File: src/rtl/top.sv
// ---------------------------------------------------------------------------
// top -- board demo: Gray-code switch decoder, fixed Hamming(7,4)
// encode/corrupt/correct loop, and two-digit decimal 7-segment display.
//
// Ports:
//   clk, rst_n             clock, async active-low reset
//   ag, bg, cg, dg         Gray-code switches (ag = MSB), async to clk
//   sw_rx                  reserved, ignored
//   sw_mode                0 = show decoded switches, 1 = show corrected nibble
//   led[3:0]               selected value, registered
//   au..gu / ad..gd        units / tens segments a..g, active-high, registered
// ---------------------------------------------------------------------------

// Two-flop synchronizer lane for one asynchronous input bit.
module top_sync (
  input  logic clk,
  input  logic rst_n,
  input  logic d,
  output logic q
);
  logic sync1_q, sync1_d;
  logic sync2_q, sync2_d;

  always_comb begin
    sync1_d = d;
    sync2_d = sync1_q;
  end

  always_ff @(posedge clk or negedge rst_n) begin
    if (!rst_n) begin
      sync1_q <= 1'b0;
      sync2_q <= 1'b0;
    end else begin
      sync1_q <= sync1_d;
      sync2_q <= sync2_d;
    end
  end

  assign q = sync2_q;
endmodule

module top #(
  parameter logic [3:0] DEMO_DATA = 4'hA,
  parameter int         ERR_POS   = 3
) (
  input  logic clk,
  input  logic rst_n,
  input  logic ag,
  input  logic bg,
  input  logic cg,
  input  logic dg,
  input  logic sw_rx,
  input  logic sw_mode,
  output logic [3:0] led,
  output logic au, bu, cu, du, eu, fu, gu,
  output logic ad, bd, cd, dd, ed, fd, gd
);
  localparam int NUM_LANES = 5;

  // sw_rx is reserved; tie it off so it has no effect.
  logic unused_sw_rx;
  assign unused_sw_rx = sw_rx;

  // ---- synchronizers: lanes {sw_mode, ag, bg, cg, dg} ----
  logic [NUM_LANES-1:0] async_in, sync_out;
  assign async_in = {sw_mode, ag, bg, cg, dg};

  for (genvar i = 0; i < NUM_LANES; i++) begin : g_sync
    top_sync u_sync (.clk(clk), .rst_n(rst_n), .d(async_in[i]), .q(sync_out[i]));
  end

  logic       mode_s;
  logic [3:0] gray_s;
  assign mode_s = sync_out[4];
  assign gray_s = sync_out[3:0];

  // ---- Gray to binary ----
  logic [3:0] bin;
  always_comb begin
    bin[3] = gray_s[3];
    bin[2] = bin[3] ^ gray_s[2];
    bin[1] = bin[2] ^ gray_s[1];
    bin[0] = bin[1] ^ gray_s[0];
  end

  // ---- Hamming(7,4) loop; constant-folds since inputs are parameters ----
  logic [7:1] cw;
  logic [2:0] syn;
  logic [3:0] corrected;
  always_comb begin
    cw[3] = DEMO_DATA[0];
    cw[5] = DEMO_DATA[1];
    cw[6] = DEMO_DATA[2];
    cw[7] = DEMO_DATA[3];
    cw[1] = cw[3] ^ cw[5] ^ cw[7];
    cw[2] = cw[3] ^ cw[6] ^ cw[7];
    cw[4] = cw[5] ^ cw[6] ^ cw[7];
    // Injected channel error (ERR_POS = 0 leaves codeword intact).
    for (int i = 1; i <= 7; i++)
      if (i == ERR_POS) cw[i] = ~cw[i];
    syn[0] = cw[1] ^ cw[3] ^ cw[5] ^ cw[7];
    syn[1] = cw[2] ^ cw[3] ^ cw[6] ^ cw[7];
    syn[2] = cw[4] ^ cw[5] ^ cw[6] ^ cw[7];
    // Syndrome is the 1-based position of the bad bit; 0 means clean.
    for (int i = 1; i <= 7; i++)
      if (i == int'(syn)) cw[i] = ~cw[i];
    corrected = {cw[7], cw[6], cw[5], cw[3]};
  end

  // ---- select and decimal split ----
  function automatic logic [6:0] seg7(input logic [3:0] v);
    case (v)
      4'd0:    seg7 = 7'b1111110;
      4'd1:    seg7 = 7'b0110000;
      4'd2:    seg7 = 7'b1101101;
      4'd3:    seg7 = 7'b1111001;
      4'd4:    seg7 = 7'b0110011;
      4'd5:    seg7 = 7'b1011011;
      4'd6:    seg7 = 7'b1011111;
      4'd7:    seg7 = 7'b1110000;
      4'd8:    seg7 = 7'b1111111;
      4'd9:    seg7 = 7'b1111011;
      default: seg7 = 7'b0000000;
    endcase
  endfunction

  logic [3:0] value, units;
  logic       tens;
  logic [3:0] led_q, led_d;
  logic [6:0] seg_u_q, seg_u_d;
  logic [6:0] seg_t_q, seg_t_d;

  always_comb begin
    value   = mode_s ? corrected : bin;
    tens    = (value >= 4'd10);
    units   = tens ? (value - 4'd10) : value;
    led_d   = value;
    seg_u_d = seg7(units);
    seg_t_d = seg7({3'b000, tens});
  end

  always_ff @(posedge clk or negedge rst_n) begin
    if (!rst_n) begin
      led_q   <= '0;
      seg_u_q <= '0;
      seg_t_q <= '0;
    end else begin
      led_q   <= led_d;
      seg_u_q <= seg_u_d;
      seg_t_q <= seg_t_d;
    end
  end

  assign led = led_q;
  assign {au, bu, cu, du, eu, fu, gu} = seg_u_q;
  assign {ad, bd, cd, dd, ed, fd, gd} = seg_t_q;
endmodule

File: config.mk
export PLATFORM = sky130hd
export DESIGN_NAME = top
export DESIGN_NICKNAME = d
export VERILOG_FILES = /design/src/rtl/top.sv
export SDC_FILE = /design/constraint.sdc
export NUM_CORES = 1
export LEC_CHECK = 0
export ABC_AREA = 1
export CORE_MARGIN = 5
export CORE_UTILIZATION = 41
export CTS_BUF_LIST = sky130_fd_sc_hd__clkbuf_8 sky130_fd_sc_hd__clkbuf_16
export CTS_CLUSTER_DIAMETER = 150
export DETAILED_ROUTE_END_ITERATION = 8
export PLACE_DENSITY = 0.78
export SLEW_MARGIN = 15
export SYNTH_ARGS = -nofsm -noshare
export SYNTH_HDL_FRONTEND = slang
export SYNTH_SLANG_ARGS = --single-unit
export TNS_END_PERCENT = 50
File: constraint.sdc
create_clock -name clk -period 1.8 [get_ports clk]
set_clock_uncertainty 0.2 [all_clocks]
set_input_delay 0.45 -clock clk [delete_from_list [all_inputs] [get_ports clk]]
set_output_delay 0.45 -clock clk [all_outputs]
set_load 0.01 [all_outputs]
# After elaboration in Yosys (flattened, before gate mapping)
# Memories as Yosys holds them, arrays and structs flattened. A register that Yosys moved wholly into a read port is not among the register bits.
# Index checks and enable logic that the tools add are counted.
op_classes:
  mux: 3
  reduce_logical: 1
  add_sub_neg: 1
  shift: 0
  bitwise_logic: 4
  n_lt_le_gt_ge: 1
  n_div: 0
  mul: 0
  eq_ne: 0
op_table:
  columns: ["operator", "n"]
  rows:
  - ["$pmux W7 S2", 1]
  - ["$mux W4", 2]
  - ["$ge A4 B4 Y1 const B", 1]
  - ["$sub A4 B4 Y4 const B", 1]
  - ["$xor A1 B1 Y1", 3]
  - ["$logic_not A1 Y1", 1]
  - ["$not A1 Y1", 1]
word_totals:
  rom_bits: 112
  output_inout_bits: 18
  mem_bits_rw: 0
  reg_bits: 21
  word_cells: 23
  inputBits: 8
  latch_bits: 0
  n_memories: 1
memory_table:
  columns: ["name", "depth", "width", "read_ports", "rd_clocked_by_memory_dff", "write_ports", "line_no", "source"]
  rows:
  - ["(name not given)", 16, 7, 1, 1, 0, "112", "case (v)"]

# Logic depth before layout (Yosys ltp)
# Gate-level depths: netlist of run 1.
logic_depth:
  word_depth: 7
  mapped_depth: 12
  ltp_nobuf: 12

# Cells and area by module
# From an unflattened synthesis of run 1, not the netlist that was laid out.
unflattened:
  hier_cells: 84
  hier_area_um2: 932.1
modules_own_cells:
  columns: ["mod", "seq_area_each_um2", "area_each_um2", "cells_each", "n_inst"]
  rows:
  - ["top", 325.3, 681.9, 74, 1]
  - ["top_sync", 50.0, 50.0, 2, 5]

# Worst setup path after synthesis of run 1
# Ideal clock, no wire load.
synth_timing:
  path_kind: "register to register"
  start: "reg g_sync[4].u_sync.sync2_q"
  end: "reg seg_u_q[5]"
  period_less_slack_ns: 1.853
  setup_time_ns: 0.127
  slack_ns: -0.053
  stages_incl_launch_ff: 9
  t_required_ns: 1.473
  arrival_ns: 1.525
  n_path_buf: 0
  cell_sequence: "dfrtp_1 > nor2_1 > nand2_1 > nand2_1 > nand4_1 > nand2_1 > inv_1 > ha_1 > or2_2"
synth_between:
  elab_chain_len: 3
  word_cells_on_any_way: 4
  classes_between: "1 x add/sub; 1 x order compare; 2 x mux"
synth_lines:
  columns: ["element", "line_no", "source"]
  rows:
  - ["start: declaration", "22", "logic sync2_q, sync2_d;"]
  - ["start signal: assignment", "35", "sync2_q <= sync2_d;"]
  - ["$mux W4 *", "134", "value = mode_s ? corrected : bin;"]
  - ["$sub A4 B4 Y4 / $ge A4 B4 Y1 (equally long branches)", "136, 135", null]
  - ["$mux W4 *", "136", "units = tens ? (value - 4'd10) : value;"]
  - ["end: declaration", "130", "logic [6:0] seg_u_q, seg_u_d;"]
# Mark *: on every way between the ends. The rest lies on a longest branch, timed or not.

# Worst setup path in the final report of run 1
layout_timing:
  start: "reg g_sync[3].u_sync.sync2_q"
  end: "reg seg_u_q[2]"
layout_between:
  word_cells_on_any_way: 7
  classes_between: "1 x add/sub; 1 x order compare; 2 x mux; 3 x bitwise"
layout_lines:
  columns: ["element", "line_no", "source"]
  rows:
  - ["start: declaration", "22", null]
  - ["start signal: assignment", "35", null]
  - ["$mux W4 *", "134", null]
  - ["net led_d[3]", "129", "logic [3:0] led_q, led_d;"]
  - ["$sub A4 B4 Y4 / $ge A4 B4 Y1 (equally long branches)", "136, 135", null]
  - ["$mux W4 *", "136", null]
# The timed path passes the listed nets; every way through them passes the cells marked *.

==> metrics, run 1 <==
share of flip-flops with an asynchronous set or reset between 90% and 100%; Critical Path AT roughly 1.9 ns; Overflow after GRT 0; pin count of the biggest net entering global routing 24; Setup crit end kind flop; post-layout util between 70% and 80%; Die W 57.68 um; hold crit path type reg -> reg; first-pass GRT wire length roughly 3300 um; Area after DPL approximately 0.0013 sq mm; CTS Buffer Depth 2; kind of critical path reg -> reg; crit start category flop; CTS Root Cell clkbuf_8; Port Buffers 23; Synth cell types 17; DR vias/cell 4.709; largest area contributor in the synthesized netlist dfrtp_1; share of layout cells above drive strength 1 45.38%; routed via count around 740; final hold vios 0; Final Cycle Share 106.9%; H-tree levels 1; top cells by area, synth dfrtp_1 (62%), ha_1 (8.1%), nand2_1 (6.0%); Min Hold Slack roughly 0.15 ns; Final Max Tran Viols 0; MaxCap Viol Count 0; Top FF cell, synth dfrtp_1; maximum VDD drop ~0.64 mV; Routed WL between 2000 and 2500 um; remaining antenna violation count 0; vias in the first global route between 700 and 800; post-synth net total 98; P_leak approximately 0.00079 uW; # fillers 157; Syn Std Cell Area about 930 sq um; number of synthesized register bits 23; share of the synthesized area in the top cell type a little over 60%; number of diodes 0; number of synthesized flops with an enable pin 0; worst setup margin -0.1250 ns; Initial DRC Count 8; RSZ-0062 raised after global routing true; top-count cell post-synth dfrtp_1; commonest cells in the netlist dfrtp_1 (23), nand2_1 (15), nand3_1 (10), ha_1 (6), inv_1 (6); initial core utilization between 40 and 50%; hpwl dp between 1000 and 1500 um; failing checks setup timing; DR DRC count 0; status finished with violations; area grow syn2layout 68.46%; clock period minus final worst setup slack between 1.5 and 2 ns; Req. time, crit path approximately 1.8 ns; GRT Total Usage roughly an eighth; core area 0.002191 sq mm; YS warnings 0; CTS Sinks 23; I/O pin count 26; first drt pass iteration count 4; Routed WL per cell roughly 13 um; nets@finish about 150; crit path max fanout 4; die span in y 57.68 um; Max Freq about 0.52 GHz; syn_area_per_cell 11.10 sq um; Die Area roughly 0.0033 sq mm; CTS buffer count 3; worst skew pair latency ~0.26 ns; fin area around 0.0016 sq mm; Cells after Synth 84; final count of negative-setup-slack endpoints 6; Reg clk slew, reported paths 0.07 ns; CTS tree built; post-synthesis sequential area ratio between 60% and 70%; routability cong. approximately 0.8; row count 17; PD cells 762.2 mW/mm^2; initial antenna violation count 0
metrics by stage:
stage / total power (uW) / instances / TNS [ns] / setup slack [ns]
finish: 1197 / 158 / -0.3294 / -0.1250
global route: 1270 / 158 / -0.8927 / -0.2278
detailed placement: 824.4 / 144 / -0.3032 / -0.09386
CTS: 1174 / 155 / -0.04138 / -0.03840
global placement: 816.3 / 144 / -0.06297 / -0.04111
floorplan: 693.4 / 84 / 0 / 0.009514
layout make-up:
class	count	area, sq um	area share (%)
clock buffers	3	41.29	2.629
clock inverters	1	3.754	0.2390
inverters	9	38.79	2.470
multi-input cells	47	446.7	28.45
flip-flops and latches	23	575.6	36.65
well taps	28	35.03	2.231
repair buffers	47	429.2	27.33
path summary, 6_finish.rpt:
kind | from | endpoint | slack [ns] | depth (start not counted)
hold / removal | g_sync[0].u_sync.sync1_q$_DFF_PN0_ | g_sync[0].u_sync.q$_DFF_PN0_ | 0.15 | 0
max in group asynchronous | rst_n | seg_t_q[3]$_DFF_PN0_ | 0.85 | 2
setup / recovery | g_sync[3].u_sync.q$_DFF_PN0_ | seg_u_q[2]$_DFF_PN0_ | -0.12 | 11
hold reg to reg | g_sync[0].u_sync.sync1_q$_DFF_PN0_ | g_sync[0].u_sync.q$_DFF_PN0_ | 0.15 | 0
min in group asynchronous | rst_n | g_sync[1].u_sync.sync1_q$_DFF_PN0_ | 0.34 | 2
setup reg to reg | g_sync[3].u_sync.q$_DFF_PN0_ | seg_u_q[2]$_DFF_PN0_ | -0.12 | 11
timing repair:
action / in CTS / in global routing
cloned: 0 / 0
resized for setup: 21 / 21
pin swaps: 15 / 9
setup buffers: 7 / 3
setup endpoints to repair: 12 / 13
hold buffers: 0 / 0
placed cells by master (no fill, tap or decap), drive strengths merged:
cell type / count
inv: 10
buf: 24
dfrtp: 23
dlygate4sd2: 5
clkdlybuf4s50: 11
o211ai: 1
nand4: 2
clkbuf: 3
conb: 2
ha: 6
dlymetal6s2s: 7
or2: 4
nand2: 18
nor2: 2
nand3: 12
state kept, by name (all words and copies together), names as in the netlist:
name                   cells
seg_u_q                    7
g_sync.u_sync.q            5
led                        4
g_sync.u_sync.sync1_q      5
seg_t_q                    2
worst max-delay path: stages, from the launching register on:
cell and delay, ns:
dfrtp_1 0.40, inv_2 0.10, buf_6 0.11, nand2_4 0.05, nand2_2 0.07, nand4_1 0.17
nand2_4 0.16, inv_4 0.05, ha_4 0.14, or2_0 0.23, nand3_1 0.09, nand2_1 0.05
logic make-up after synthesis:
family | Yosys count | synth area share (%)
AND/OR/NAND/NOR | 38 | 20.94
buffers and inverters | 14 | 7.651
AO/OA/AOI/OAI | 1 | 0.8057
adder cells (fa/ha/maj) | 6 | 8.053
flip-flops | 23 | 61.74
other | 2 | 0.8057
where the power goes:
group / internal [uW] / switching [uW]
logic: 170 / 155
clock network: 152 / 150
registers: 557 / 13.1
metal layers:
| layer | up-vias | routed length [um] | track usage [%] |
|---|---|---|---|
| li1 | 351 | - | - |
| met1 | 363 | 744 | 14.51 |
| met2 | 27 | 1104 | 23.71 |
| met3 | 3 | 117 | 2.004 |
| met4 | 0 | 39 | 6.954 |
| met5 | - | 0 | 0 |
No activity file was read; power rests on OpenSTA's default activity.
==> run 2: changes to the inputs <==
--- a/config.mk
+++ b/config.mk
@@ -8,4 +8,3 @@
 export ABC_AREA = 1
-export CORE_MARGIN = 5
-export CORE_UTILIZATION = 41
+export CORE_UTILIZATION = 32
 export CTS_BUF_LIST = sky130_fd_sc_hd__clkbuf_8 sky130_fd_sc_hd__clkbuf_16
@@ -13,3 +12,3 @@
 export DETAILED_ROUTE_END_ITERATION = 8
-export PLACE_DENSITY = 0.78
+export PLACE_DENSITY = 0.64
 export SLEW_MARGIN = 15
--- a/constraint.sdc
+++ b/constraint.sdc
@@ -4,2 +4,2 @@
 set_output_delay 0.45 -clock clk [all_outputs]
-set_load 0.01 [all_outputs]
+set_load 0.05 [all_outputs]
==> metrics, run 2 (synthesized netlist as in run 1, its figures left out) <==
clock period minus final worst setup slack 1.919 ns; share of layout cells above drive strength 1 around three fifths; GRT Total Usage between 10% and 20%; Net Sw Frac 32.52%; P_sw 471.4 uW; Seq pwr share just over 40%; Register Area 575.6 sq um; Port Buffers 23; Final Max Tran Viols 0; remaining antenna violation count 0; Setup Slack @ Placement -0.1058 ns; number of diodes 0; vias in the first global route roughly 800; CTS buffer count 3; final count of negative-setup-slack endpoints 7; crit path max fanout 3; Overflow after GRT 0; initial core utilization 33.80%; Worst Setup SP g_sync[1].u_sync.q$_DFF_PN0_; FF-to-FF setup slack -0.12 ns; CTS Sinks 23; crit start category flop; critical path endpoint seg_u_q[2]$_DFF_PN0_; Critical Path AT 1.88 ns; RR Startpoint g_sync[1].u_sync.q$_DFF_PN0_; worst skew pair latency 0.27 ns; setup TNS -0.7249 ns; DR DRC count 0; Initial DRC Count 14; Req. time, crit path approximately 1.8 ns; CTS Root Cell clkbuf_8; area grow syn2layout 89.13%; first drt pass iteration count 4; MaxCap Viol Count 0; Placed Instances between 100 and 150; hpwl dp around 1300 um; Die W 55.97 um; area of the multi-input gates 419.2 sq um; RSZ-0062 raised after global routing true; first-pass GRT wire length between 3000 and 4000 um; DR vias/cell 4.595; terminus of the critical flop-to-flop path seg_u_q[2]$_DFF_PN0_; Max Freq roughly 0.52 GHz; Int Pwr slightly below 1000 uW; routed via count between 700 and 800; H-tree levels 1; most common cell after layout, fill and taps aside buf_4; CTS tree built; row count 19; Die Area 0.003133 sq mm; status finished with violations; CTS Buffer Depth 2; Reg clk slew, reported paths approximately 0.08 ns; final hold vios 0; hold crit path type reg -> reg; die span in y about 56 um; kind of critical path reg -> reg; Routed WL per cell 13.35 um; # fillers 202; core area between 0.002 and 0.003 sq mm; pin count of the biggest net entering global routing 24; maximum VDD drop approximately 0.66 mV; Routed WL 2242 um; commonest cells after routing, fill and taps aside buf_4 (28), dfrtp_1 (23), buf_12 (17); I/O pin count 26; initial antenna violation count 0; number of flip-flops in the largest register 7; nets@finish ~150; failing checks setup timing; P_leak approximately 0.00085 uW; Final Total Pwr 1449 uW; PD cells approximately 820 mW/mm^2; routability cong. around 0.85; Final Cycle Share 106.6%; Setup crit end kind flop; clock share of power 22.0%; Comb pwr share about 37%; Worst R2R Path Depth 10; filler-free cell count of the finished design about 170; register bank with the most flops seg_u_q; worst setup margin -0.1192 ns
==> run 2: timing repair <==
item,in CTS,in global routing
pin swaps,13,10
endpoints found under the setup margin,6,7
gates resized for setup,16,12
setup buffers,14,3
hold buffers,0,0
cloned,0,0
==> run 2: power groups by stage <==
stage | registers (uW) | logic, uW | clock network [uW]
5_1_grt | 598 | 563 | 353
4_1_cts | 594 | 492 | 325
3_3_place_gp | 601 | 428 | 0
6_report | 594 | 537 | 319
2_1_floorplan | 689 | 119 | 0
3_5_place_dp | 605 | 436 | 0
==> run 2: through the flow <==
| stage | hold WS (ns) | utilization (%) | cell area [sq um] |
|---|---|---|---|
| final | 0.1546 | 63.93 | 1763 |
| after CTS | 0.1562 | 60.93 | 1680 |
| after floorplan | -0.04559 | - | 957.2 |
| after global placement | 0.1312 | 53.09 | 1464 |
| after global routing | 0.1589 | 63.93 | 1763 |
| after detailed placement | 0.1397 | 53.09 | 1464 |
==> run 2: how the worst min path moves through the flow <==
stage,cells past startpoint,slack (ns),start,to
after floorplan,0,-0.05,rst_n,g_sync[0].u_sync.q$_DFF_PN0_
after global placement,0,0.13,g_sync[4].u_sync.sync1_q$_DFF_PN0_,g_sync[4].u_sync.q$_DFF_PN0_
after detailed placement,0,0.14,g_sync[1].u_sync.sync1_q$_DFF_PN0_,g_sync[1].u_sync.q$_DFF_PN0_
after CTS,0,0.16,g_sync[2].u_sync.sync1_q$_DFF_PN0_,g_sync[2].u_sync.q$_DFF_PN0_
after global routing,0,0.16,g_sync[2].u_sync.sync1_q$_DFF_PN0_,g_sync[2].u_sync.q$_DFF_PN0_
final,0,0.15,g_sync[1].u_sync.sync1_q$_DFF_PN0_,g_sync[1].u_sync.q$_DFF_PN0_
==> run 2: worst max-delay path, cell delays in order (launching register included) <==
cell     delay [ns]
dfrtp_1        0.44
nor2_2         0.16
nand2_1        0.08
nand2_2        0.08
nand4_1        0.16
nand2_4        0.13
inv_2          0.06
ha_4           0.15
or2_4          0.25
nand3_2        0.05
nand2_1        0.05
==> run 2: metal layers <==
metal	GRT usage (%)	vias up	share of wire, %
met2	29.08	24	62
li1	-	361	-
met3	1.860	5	2.8
met1	13.78	382	32
met4	10.10	0	2.3
met5	0	-	0
==> run 2: final cells by class <==
cell class | instances | area share (%)
clock buffer | 3 | 2.342
clock inverter | 1 | 0.2839
inverter | 9 | 2.200
multi-input combinational | 47 | 23.78
sequential | 23 | 32.65
tap | 31 | 2.200
timing repair buffer | 54 | 36.55
